`config.mk`:
```
export PLATFORM = sky130hd
export DESIGN_NAME = seq_detector_prog
export DESIGN_NICKNAME = d
export VERILOG_FILES = /design/src/rtl/seq_det_pkg.sv /design/src/rtl/seq_det_sat_counter.sv /design/src/rtl/seq_detector_prog.sv
export SDC_FILE = /design/constraint.sdc
export NUM_CORES = 1
export LEC_CHECK = 0
export BUFFER_PORTS_ARGS = -buffer_cell sky130_fd_sc_hd__buf_2
export CAP_MARGIN = 10
export CORE_UTILIZATION = 55
export CTS_CLUSTER_DIAMETER = 120
export DETAILED_ROUTE_END_ITERATION = 10
export PLACE_DENSITY = 0.86
export SLEW_MARGIN = 30
export SYNTH_ARGS = -nofsm -noshare
export SYNTH_HDL_FRONTEND = slang
export SYNTH_SLANG_ARGS = --single-unit
```
`constraint.sdc`:
```
create_clock -name clk -period 3.7 [get_ports clk]
set_clock_uncertainty 0.15 [all_clocks]
set_input_delay 0.185 -clock clk [delete_from_list [all_inputs] [get_ports clk]]
set_output_delay 0.185 -clock clk [all_outputs]
set_load 0.02 [all_outputs]
```
`src/rtl/seq_det_pkg.sv`:
```
// rtl/seq_det_pkg.sv - shared types and helpers for the programmable sequence detector
package seq_det_pkg;

    typedef enum logic [1:0] {
        DISABLED,
        FILL,
        RUN
    } det_state_t;

    function automatic int len_width(input int max_len);
        return $clog2(max_len + 1);
    endfunction

    // Ones in the low len bits; upper pattern/history bits never take part in a compare.
    function automatic logic [63:0] len_mask(input int len);
        return (64'd1 << len) - 64'd1;
    endfunction

endpackage

```
`src/rtl/seq_det_sat_counter.sv`:
```
// rtl/seq_det_sat_counter.sv - saturating up-counter, holds at all-ones
module seq_det_sat_counter #(
    parameter int W = 16
) (
    input  logic         clk,
    input  logic         rst,
    input  logic         inc,
    output logic [W-1:0] count
);

    always_ff @(posedge clk) begin
        if (!rst) begin
            count <= '0;
        end else if (inc && (count != '1)) begin
            count <= count + W'(1);
        end
    end

endmodule

```
`src/rtl/seq_detector_prog.sv`:
```
// rtl/seq_detector_prog.sv - runtime-programmable serial pattern detector, Mealy match flag
// Optional match counter built when SEQ_DET_MATCH_CNT_EN is defined.
module seq_detector_prog
    import seq_det_pkg::*;
#(
    parameter int                 MAX_LEN     = 8,
    parameter logic [MAX_LEN-1:0] RST_PATTERN = 8'b0000_0110,
    parameter int                 RST_LEN     = 4,
    parameter int                 CNT_W       = 16
) (
    input  logic                             clk,
    input  logic                             rst,
    input  logic                             x,
    input  logic                             x_valid,
    input  logic                             cfg_load,
    input  logic [MAX_LEN-1:0]               cfg_pattern,
    input  logic [len_width(MAX_LEN)-1:0]    cfg_len,
    input  logic                             cfg_overlap,
    output logic                             z,
    output logic [CNT_W-1:0]                 match_cnt
);

    localparam int             LW        = len_width(MAX_LEN);
    localparam logic [LW-1:0]  MAX_LEN_L = LW'(MAX_LEN);
    localparam logic [LW-1:0]  ONE       = LW'(1);

    det_state_t         state_q, state_d;
    logic [MAX_LEN-1:0] pat_q, pat_d, hist_q, hist_d, window, mask;
    logic [LW-1:0]      len_q, len_d, fill_q, fill_d, cfg_len_c;
    logic               ovl_q, ovl_d, hit;

    function automatic det_state_t state_for_len(input logic [LW-1:0] len);
        if (len == '0) return DISABLED;
        if (len == ONE) return RUN;
        return FILL;
    endfunction

    assign cfg_len_c = (cfg_len > MAX_LEN_L) ? MAX_LEN_L : cfg_len;
    assign window    = {hist_q[MAX_LEN-2:0], x};
    assign mask      = MAX_LEN'(len_mask(int'(len_q)));
    assign hit       = ((window ^ pat_q) & mask) == '0;
    assign z         = (state_q == RUN) && x_valid && !cfg_load && hit;

    always_ff @(posedge clk) begin
        if (!rst) begin
            pat_q   <= RST_PATTERN;
            len_q   <= LW'(RST_LEN);
            ovl_q   <= 1'b1;
            hist_q  <= '0;
            fill_q  <= '0;
            state_q <= (RST_LEN > 0) ? RUN : DISABLED;
        end else begin
            pat_q   <= pat_d;
            len_q   <= len_d;
            ovl_q   <= ovl_d;
            hist_q  <= hist_d;
            fill_q  <= fill_d;
            state_q <= state_d;
        end
    end

    always_comb begin
        pat_d   = pat_q;
        len_d   = len_q;
        ovl_d   = ovl_q;
        hist_d  = hist_q;
        fill_d  = fill_q;
        state_d = state_q;
        if (cfg_load) begin
            pat_d   = cfg_pattern;
            len_d   = cfg_len_c;
            ovl_d   = cfg_overlap;
            hist_d  = '0;
            fill_d  = '0;
            state_d = state_for_len(cfg_len_c);
        end else if (x_valid) begin
            case (state_q)
                FILL: begin
                    hist_d = window;
                    fill_d = fill_q + ONE;
                    if ((fill_q + ONE) >= (len_q - ONE)) begin
                        state_d = RUN;
                    end
                end
                RUN: begin
                    // Non-overlap restarts collection; a 1-bit pattern has nothing to refill.
                    if (z && !ovl_q && (len_q != ONE)) begin
                        hist_d  = '0;
                        fill_d  = '0;
                        state_d = FILL;
                    end else begin
                        hist_d = window;
                    end
                end
                default: begin
                    state_d = state_q;
                end
            endcase
        end
    end

`ifdef SEQ_DET_MATCH_CNT_EN
    seq_det_sat_counter #(
        .W(CNT_W)
    ) u_match_cnt (
        .clk   (clk),
        .rst   (rst),
        .inc   (z),
        .count (match_cnt)
    );
`else
    assign match_cnt = '0;
`endif

endmodule

```
### After elaboration in Yosys (flattened, before gate mapping)

Index checks and enable logic that the tools add are counted.

| word-level totals | value |
|---|---|
| flip-flop bits (word level) | 26 |
| input bits | 18 |
| output and inout port bits | 17 |
| logic and storage cells | 57 |

| operators by class | value |
|---|---|
| add/sub/neg operators | 3 |
| order comparisons | 2 |
| eq/ne operators | 7 |
| shift-type cells | 1 |
| muxes and demuxes | 19 |
| bitwise gates (word level) | 3 |
| reduce and logical (&&, ||, !) cells | 16 |

Operator list:

| cell | number |
|---|---|
| 2-bit two-way mux | 8 |
| 7-bit one-hot mux with 2 select lines | 1 |
| 8-bit AND | 1 |
| 8-bit logical NOT | 1 |
| 4-bit two-way mux | 2 |
| 4-bit one-hot mux with 2 select lines | 1 |
| 1-bit by 4-bit << shifter with 8-bit output (first input constant) | 1 |
| 8-bit by 1-bit subtractor with 8-bit output (second input constant) | 1 |
| 8-bit bitwise XOR | 1 |
| 7-bit two-way mux | 1 |
| 1-bit logical AND | 5 |
| 1-bit two-way mux | 5 |
| 4-bit by 1-bit adder with 4-bit output (second input constant) | 1 |
| 4-bit by 1-bit equality test with 1-bit output (second input constant) | 1 |
| 4-bit greater-or-equal comparator | 1 |
| 4-bit greater-than comparator (second input constant) | 1 |
| 4-bit logical NOT | 1 |
| 4-bit by 1-bit inequality test with 1-bit output (second input constant) | 1 |
| 2-bit one-hot mux with 2 select lines | 1 |
| 4-bit AND reduction | 1 |
| 2-bit nonzero test | 2 |
| 4-bit by 1-bit subtractor with 4-bit output (second input constant) | 1 |
| 3-bit by 2-bit inequality test with 1-bit output (second input constant) | 1 |
| 3-bit inequality test (second input constant) | 1 |
| other kinds (9) | 10 |

### Logic depth before layout (Yosys ltp)

Gate-level depths: netlist (run 1).

| logic depth | value |
|---|---|
| depth after elaboration | 11 |
| gate-level depth with buffers | 11 |
| mapped depth without buffers | 10 |

### Least setup slack after synthesis (run 1)

OpenSTA, ideal clock, no wires.

| path | value |
|---|---|
| kind | reg2reg |
| from | register len_q[0] |
| to | register hist_q[1] |
| data arrival time | 2.545 ns |
| path slack | 0.887 ns |
| cell stages (with the launch flop) | 12 |
| period minus slack after synthesis | 2.813 ns |
| cell sequence | dfxtp_1 > inv_1 > ha_1 > nand2_1 > ha_1 > inv_1 > xnor2_1 > a211o_1 > or4b_4 > or2_1 > buf_6 > a32o_1 |

| between the ends | value |
|---|---|
| longest elaborated chain between the ends | 9 |
| elaborated cells between the ends (all ways) | 10 |
| classes of those cells | 1 x add/sub; 1 x eq/ne; 1 x shift; 2 x mux; 1 x bitwise; 4 x reduce/logical |

Ends and longest elaborated chain:

| item | line | text |
|---|---|---|
| start: declaration | seq_detector_prog.sv:29 | `logic [LW-1:0] len_q, len_d, fill_q, fill_d, cfg_len_c;` |
| start signal: assignment | seq_detector_prog.sv:47 | `len_q <= LW'(RST_LEN);` |
| start signal: assignment | seq_detector_prog.sv:54 | `len_q <= len_d;` |
| 1-bit by 4-bit << shifter with 8-bit output | seq_det_pkg.sv:16 | `return (64'd1 << len) - 64'd1;` |
| 8-bit by 1-bit subtractor with 8-bit output | seq_det_pkg.sv:16 |  |
| 8-bit AND | seq_detector_prog.sv:41 | `assign hit = ((window ^ pat_q) & mask) == '0;` |
| 8-bit logical NOT | seq_detector_prog.sv:41 |  |
| 1-bit logical AND | seq_detector_prog.sv:42 | `assign z = (state_q == RUN) && x_valid && !cfg_load && hit;` |
| 1-bit logical AND | seq_detector_prog.sv:87 | `if (z && !ovl_q && (len_q != ONE)) begin` |
| 1-bit logical AND (*) | seq_detector_prog.sv:87 |  |
| 7-bit two-way mux (*) | seq_detector_prog.sv:87 |  |
| 7-bit one-hot mux with 2 select lines (*) | seq_detector_prog.sv:77 | `case (state_q)` |
| end signal: assignment | seq_detector_prog.sv:56 | `hist_q <= hist_d;` |
| end: declaration | seq_detector_prog.sv:28 | `logic [MAX_LEN-1:0] pat_q, pat_d, hist_q, hist_d, window, mask;` |

Mark *: on every way between the ends. The rest lies on a longest branch, timed or not.
A chain may end at the register's enable or synchronous reset.

### Worst setup path in the final report (run 1)

| path | value |
|---|---|
| from | register len_q[0] |
| to | register hist_q[3] |

Same word-level chain as after synthesis.

==> results.json, run 1 <==
{
  "run_status": "completed",
  "yosys-top-cells-area": "dfxtp_1, ha_1, buf_4",
  "synthXorXnorAreaFrac_pct": 7.09,
  "grt_pass1_vias": 1433,
  "final_cells": 266,
  "antenna_found_initial": 0,
  "die_x_um": 58.1,
  "synthAdderAreaFrac_pct": 9.40,
  "seq_area_frac_synth_pct": 30.1,
  "p_leak_nw": 0.906,
  "pwr_density_cell_nw_per_um2": 339,
  "route.detailed.drc": 0,
  "ctsLongestPathBuffers": 2,
  "cts_inserted_buffers": 3,
  "grt_pass1_wl_um": 6500,
  "fmax_mhz": 320,
  "cap_violations": 0,
  "async_flop_share_pct": 0,
  "worst_slew_pin_slew_ns": 0.522,
  "wl_per_cell_um": 14.8,
  "yosys_register_bits": 26,
  "min_period_ns": 3.13,
  "hold_violations": 0,
  "path_clk_slew_ns": 0.15,
  "clk_latency_ns": 0.34,
  "setup_tns_ns": 0,
  "finalSetupViolations": 0,
  "antenna_left": 0,
  "diodes": 0,
  "fin_util_pct": 69.5,
  "track_usage_pct": 25.2,
  "drive_gt1_share_pct": 12.1,
  "grt.overflow.total": 0,
  "cts_setup_buffers": 0,
  "finalCritPeriodShare_pct": 84.6,
  "vias": 1535,
  "synth_simple_gate_area_share_pct": 13.4,
  "yosysMostFrequentCell": "dfxtp_1",
  "cp-start-kind": "flop",
  "core_um2": 2880,
  "worstPathRequired_ns": 3.79,
  "dieArea_um2": 3370,
  "wirelength_um": 3930,
  "crit_path_end_kind": "flop",
  "syn_area_per_cell_um2": 8.97,
  "synth_top_area_share_pct": 30.1,
  "synth_cell_types": 48,
  "yosys_most_used_dff": "dfxtp_1",
  "dp.cells": 244,
  "crit_arrival_ns": 3.22,
  "cts_tree": "built",
  "hold_path_class": "in2reg",
  "htreeDepth": 1,
  "ir_worst_vdd_mv": 0.271,
  "portBuffers": 18,
  "synth_compound_area_share_pct": 21.8,
  "dpl.hpwl_um": 2520,
  "synth_cells": 193,
  "finalNetCount": 256,
  "cts.sinks": 26,
  "root_buffer": "clkbuf_4",
  "synth_top_family_by_area": "compound AO/OA/AOI/OAI gates",
  "initial_core_util_pct": 60.2,
  "synth_warnings": 0,
  "synth.area.mux_share_pct": 6.36,
  "synth_edf_count": 0,
  "die_y_um": 58.1,
  "ctsResizeCount": 0,
  "grt_max_degree": 23,
  "gp_congestion": 0.937,
  "viasPerCell": 5.77,
  "synth_area_um2": 1730,
  "rows": 19,
  "slew_viol_final": 0,
  "criticalPathCategory": "reg2reg",
  "boundaryPins": 35,
  "area_growth_pct": 15.5,
  "yosys.area.top_type": "dfxtp_1",
  "fillers": 220,
  "max_slew_margin_pct": 65.2,
  "drtIter0Drc": 81,
  "cp_max_fo": 11,
  "rsz0062_at_grt": "no",
  "synth_common_cells": "dfxtp_1, buf_4, nor2_1",
  "dr.pass1.iters": 4
}
-- state kept, by name, indices dropped and copies added (netlist names) --
register,cells
state_q,2
len_q,4
fill_q,4
hist_q,7
pat_q,8
ovl_q,1
-- final cells by class --
type | instances | area, µm² | area share, %
multi-input cells | 148 | 1070 | 53.3
flip-flops and latches | 26 | 520 | 26.0
repair buffers | 36 | 270 | 13.5
well taps | 42 | 52.6 | 2.63
inverters | 10 | 37.5 | 1.88
clock inverters | 1 | 30.0 | 1.50
clock buffers | 3 | 22.5 | 1.13
-- routing by layer --
layer  vias up  GRT usage, %  share of wire [%]  wire (µm)
met3        13          4.69                7.0        274
met4         0          7.14                2.1         82
met1       715          31.8                 43       1680
li1        726             -                  -          -
met2        81          43.8                 48       1890
met5         -             0                  0          0
-- timing repair --
item / in CTS / in global routing
endpoints found under the hold margin: 14 / 0
endpoints found under the setup margin: 0 / 0
hold buffers: 18 / 0
-- placed cells by master (no fill, tap or decap), types with 10 or more instances in the layout --
master | synthesis | layout
dlygate4sd3_1 | 0 | 18
mux2i_1 | 11 | 11
ha_1 | 13 | 13
a21oi_1 | 11 | 11
dfxtp_1 | 26 | 26
inv_1 | 10 | 10
conb_1 | 1 | 16
nor2_1 | 16 | 16
buf_2 | 1 | 18
-- kinds of logic (layout without fill, tap and decap cells) --
family / count (synthesis) / in the layout
XOR/XNOR: 14 / 14
AND/OR/NAND/NOR: 45 / 45
buffers and inverters: 34 / 50
other: 1 / 16
adder cells (fa/ha/maj): 13 / 13
flip-flops: 26 / 26
AO/OA/AOI/OAI: 49 / 49
multiplexers: 11 / 11
-- power breakdown --
part	total [mW]	internal (mW)	switching [mW]
Sequential	0.310	0.294	0.0158
Combinational	0.165	0.0701	0.0952
Clock	0.203	0.110	0.0937
-- through the flow --
stage	power (mW)	setup slack (ns)	area [µm²]	hold slack, ns
2_1_floorplan	0.439	0.887	1790	0.0969
5_1_grt	0.706	0.436	2000	0.258
3_5_place_dp	0.460	0.647	1770	0.259
3_3_place_gp	0.457	0.721	1770	0.248
6_report	0.678	0.571	2000	0.236
4_1_cts	0.670	0.625	2000	0.244
-- critical path, stage by stage, from the launching register on --
cell,delay (ns)
dfxtp_1,0.37
inv_1,0.15
ha_1,0.34
nand2_1,0.09
ha_1,0.24
inv_1,0.09
xnor2_1,0.08
a211o_1,0.30
or4b_4,0.53
or2_1,0.38
a32o_1,0.31
-- worst paths after layout --
path | startpoint | to | slack (ns) | cells past startpoint
hold reg to reg | hist_q[6]$_SDFFE_PP0P_ | hist_q[6]$_SDFFE_PP0P_ | 0.38 | 1
hold / removal | cfg_load | len_q[3]$_SDFFE_PN0P_ | 0.24 | 3
setup reg to reg | len_q[0]$_SDFFE_PN0P_ | hist_q[3]$_SDFFE_PP0P_ | 0.57 | 10
setup / recovery | len_q[0]$_SDFFE_PN0P_ | hist_q[3]$_SDFFE_PP0P_ | 0.57 | 10
(Power assumes the default switching activity.)
==> run 2, diff against run 1 <==
==> constraint.sdc (replaced) <==
create_clock -name clk -period 3.1 [get_ports clk]
set_clock_uncertainty 0.15 [all_clocks]
set_input_delay 0.155 -clock clk [delete_from_list [all_inputs] [get_ports clk]]
set_output_delay 0.155 -clock clk [all_outputs]
set_load 0.02 [all_outputs]
==> results.json, run 2 (synthesized netlist as in run 1, its figures left out) <==
{
  "run_status": "completed",
  "slew_viol_final": 0,
  "fmax_mhz": 341,
  "layout_commonest_cell": "dfxtp_1",
  "hold_path_class": "in2reg",
  "rsz0062_at_grt": "no",
  "hold_violations": 0,
  "largest_reg_flops": 8,
  "layout_setup_ws_ns": 0.165,
  "area_growth_pct": 17.9,
  "htreeDepth": 1,
  "cts_inserted_buffers": 3,
  "cts_setup_buffers": 0,
  "core_um2": 2880,
  "wl_per_cell_um": 14.3,
  "diodes": 0,
  "gp_congestion": 0.901,
  "cp_max_fo": 11,
  "dpl.hpwl_um": 2570,
  "grt_pass1_vias": 1453,
  "grt.overflow.total": 0,
  "die_x_um": 58.1,
  "fillers": 227,
  "grt_max_degree": 23,
  "root_buffer": "clkbuf_4",
  "portBuffers": 18,
  "cts.sinks": 26,
  "crit_path_end_kind": "flop",
  "antenna_found_initial": 0,
  "track_usage_pct": 25.2,
  "dieArea_um2": 3370,
  "antenna_left": 0,
  "finalSetupViolations": 0,
  "setup_tns_ns": 0,
  "clk_latency_ns": 0.34,
  "min_period_ns": 2.94,
  "boundaryPins": 35,
  "cts_tree": "built",
  "worstPathRequired_ns": 3.21,
  "fin_util_pct": 70.9,
  "p_leak_nw": 0.927,
  "cap_violations": 0,
  "worst_slew_pin_slew_ns": 0.532,
  "layout_common_cells": "dfxtp_1, dlygate4sd3_1, buf_2",
  "path_clk_slew_ns": 0.16,
  "wirelength_um": 3850,
  "finalNetCount": 260,
  "cp-start-kind": "flop",
  "route.detailed.drc": 0,
  "regMostFlops": "pat_q",
  "reg.largest.list": "pat_q (8), hist_q (7)",
  "initial_core_util_pct": 60.2,
  "dr.pass1.iters": 4,
  "ir_worst_vdd_mv": 0.384,
  "rows": 19,
  "pwr_density_cell_nw_per_um2": 400,
  "max_slew_margin_pct": 64.5,
  "ctsLongestPathBuffers": 2,
  "finalCritPeriodShare_pct": 94.7,
  "place_ws_ns": 0.0705,
  "criticalPathCategory": "reg2reg",
  "drive_gt1_share_pct": 14.9,
  "viasPerCell": 5.53,
  "crit_arrival_ns": 3.04,
  "grt_pass1_wl_um": 6600,
  "die_y_um": 58.1,
  "drtIter0Drc": 41,
  "vias": 1492
}
run 2: changes by cell type in the layout (fill, tap and decap cells not counted), sizes merged:
cell and change:
buf +4
run 2: through the flow:
stage | total power [mW] | hold WS, ns | cell area (µm²) | std cells
after floorplan | 0.524 | 0.0669 | 1790 | 208
after global placement | 0.552 | 0.218 | 1800 | 248
after detailed placement | 0.557 | 0.224 | 1800 | 248
after CTS | 0.809 | 0.206 | 2030 | 270
after global routing | 0.857 | 0.232 | 2040 | 270
final | 0.815 | 0.206 | 2040 | 270
run 2: layout make-up:
| type | instances | area (µm²) | share of cell area (%) |
|---|---|---|---|
| clock buffers | 3 | 22.5 | 1.10 |
| clock inverters | 1 | 30.0 | 1.47 |
| inverters | 10 | 37.5 | 1.84 |
| multi-input cells | 148 | 1080 | 52.8 |
| flip-flops and latches | 26 | 520 | 25.5 |
| well taps | 42 | 52.6 | 2.58 |
| repair buffers | 40 | 300 | 14.7 |
run 2: path summary, 6_finish.rpt:
check | slack [ns] | cells after the start | from | end
max | 0.16 | 10 | len_q[1]$_SDFFE_PN0P_ | state_q[0]$_SDFFE_PN0P_
max reg2reg | 0.16 | 10 | len_q[1]$_SDFFE_PN0P_ | state_q[0]$_SDFFE_PN0P_
min | 0.21 | 3 | cfg_load | pat_q[6]$_SDFFE_PN0P_
min reg2reg | 0.39 | 1 | hist_q[4]$_SDFFE_PP0P_ | hist_q[4]$_SDFFE_PP0P_
run 2: worst max-delay path: stages (launching register included):
cell	delay, ns
dfxtp_1	0.37
inv_1	0.14
ha_2	0.26
nand2_1	0.09
ha_1	0.23
inv_1	0.10
xnor2_1	0.08
a211o_1	0.31
or4b_4	0.53
or2_4	0.30
a311oi_2	0.30
run 2: report_power, final:
group          internal, mW  switching, mW  leakage, nW
logic                0.0899          0.121        0.687
registers             0.351         0.0147        0.213
clock network         0.131          0.109       0.0279
total                 0.571          0.244        0.927
run 2: what timing repair did:
| item | 4_1_cts | 5_1_grt |
|---|---|---|
| endpoints found under the setup margin | 0 | 12 |
| endpoints found under the hold margin | 14 | 0 |
| gates resized for setup | 0 | 3 |
| hold buffers | 18 | 0 |
run 2: routing by layer:
metal | share of wire (%) | track usage, %
met4 | 1.1 | 7.48
met3 | 3.7 | 3.79
met2 | 50 | 43.2
met1 | 46 | 32.8
met5 | 0 | 0
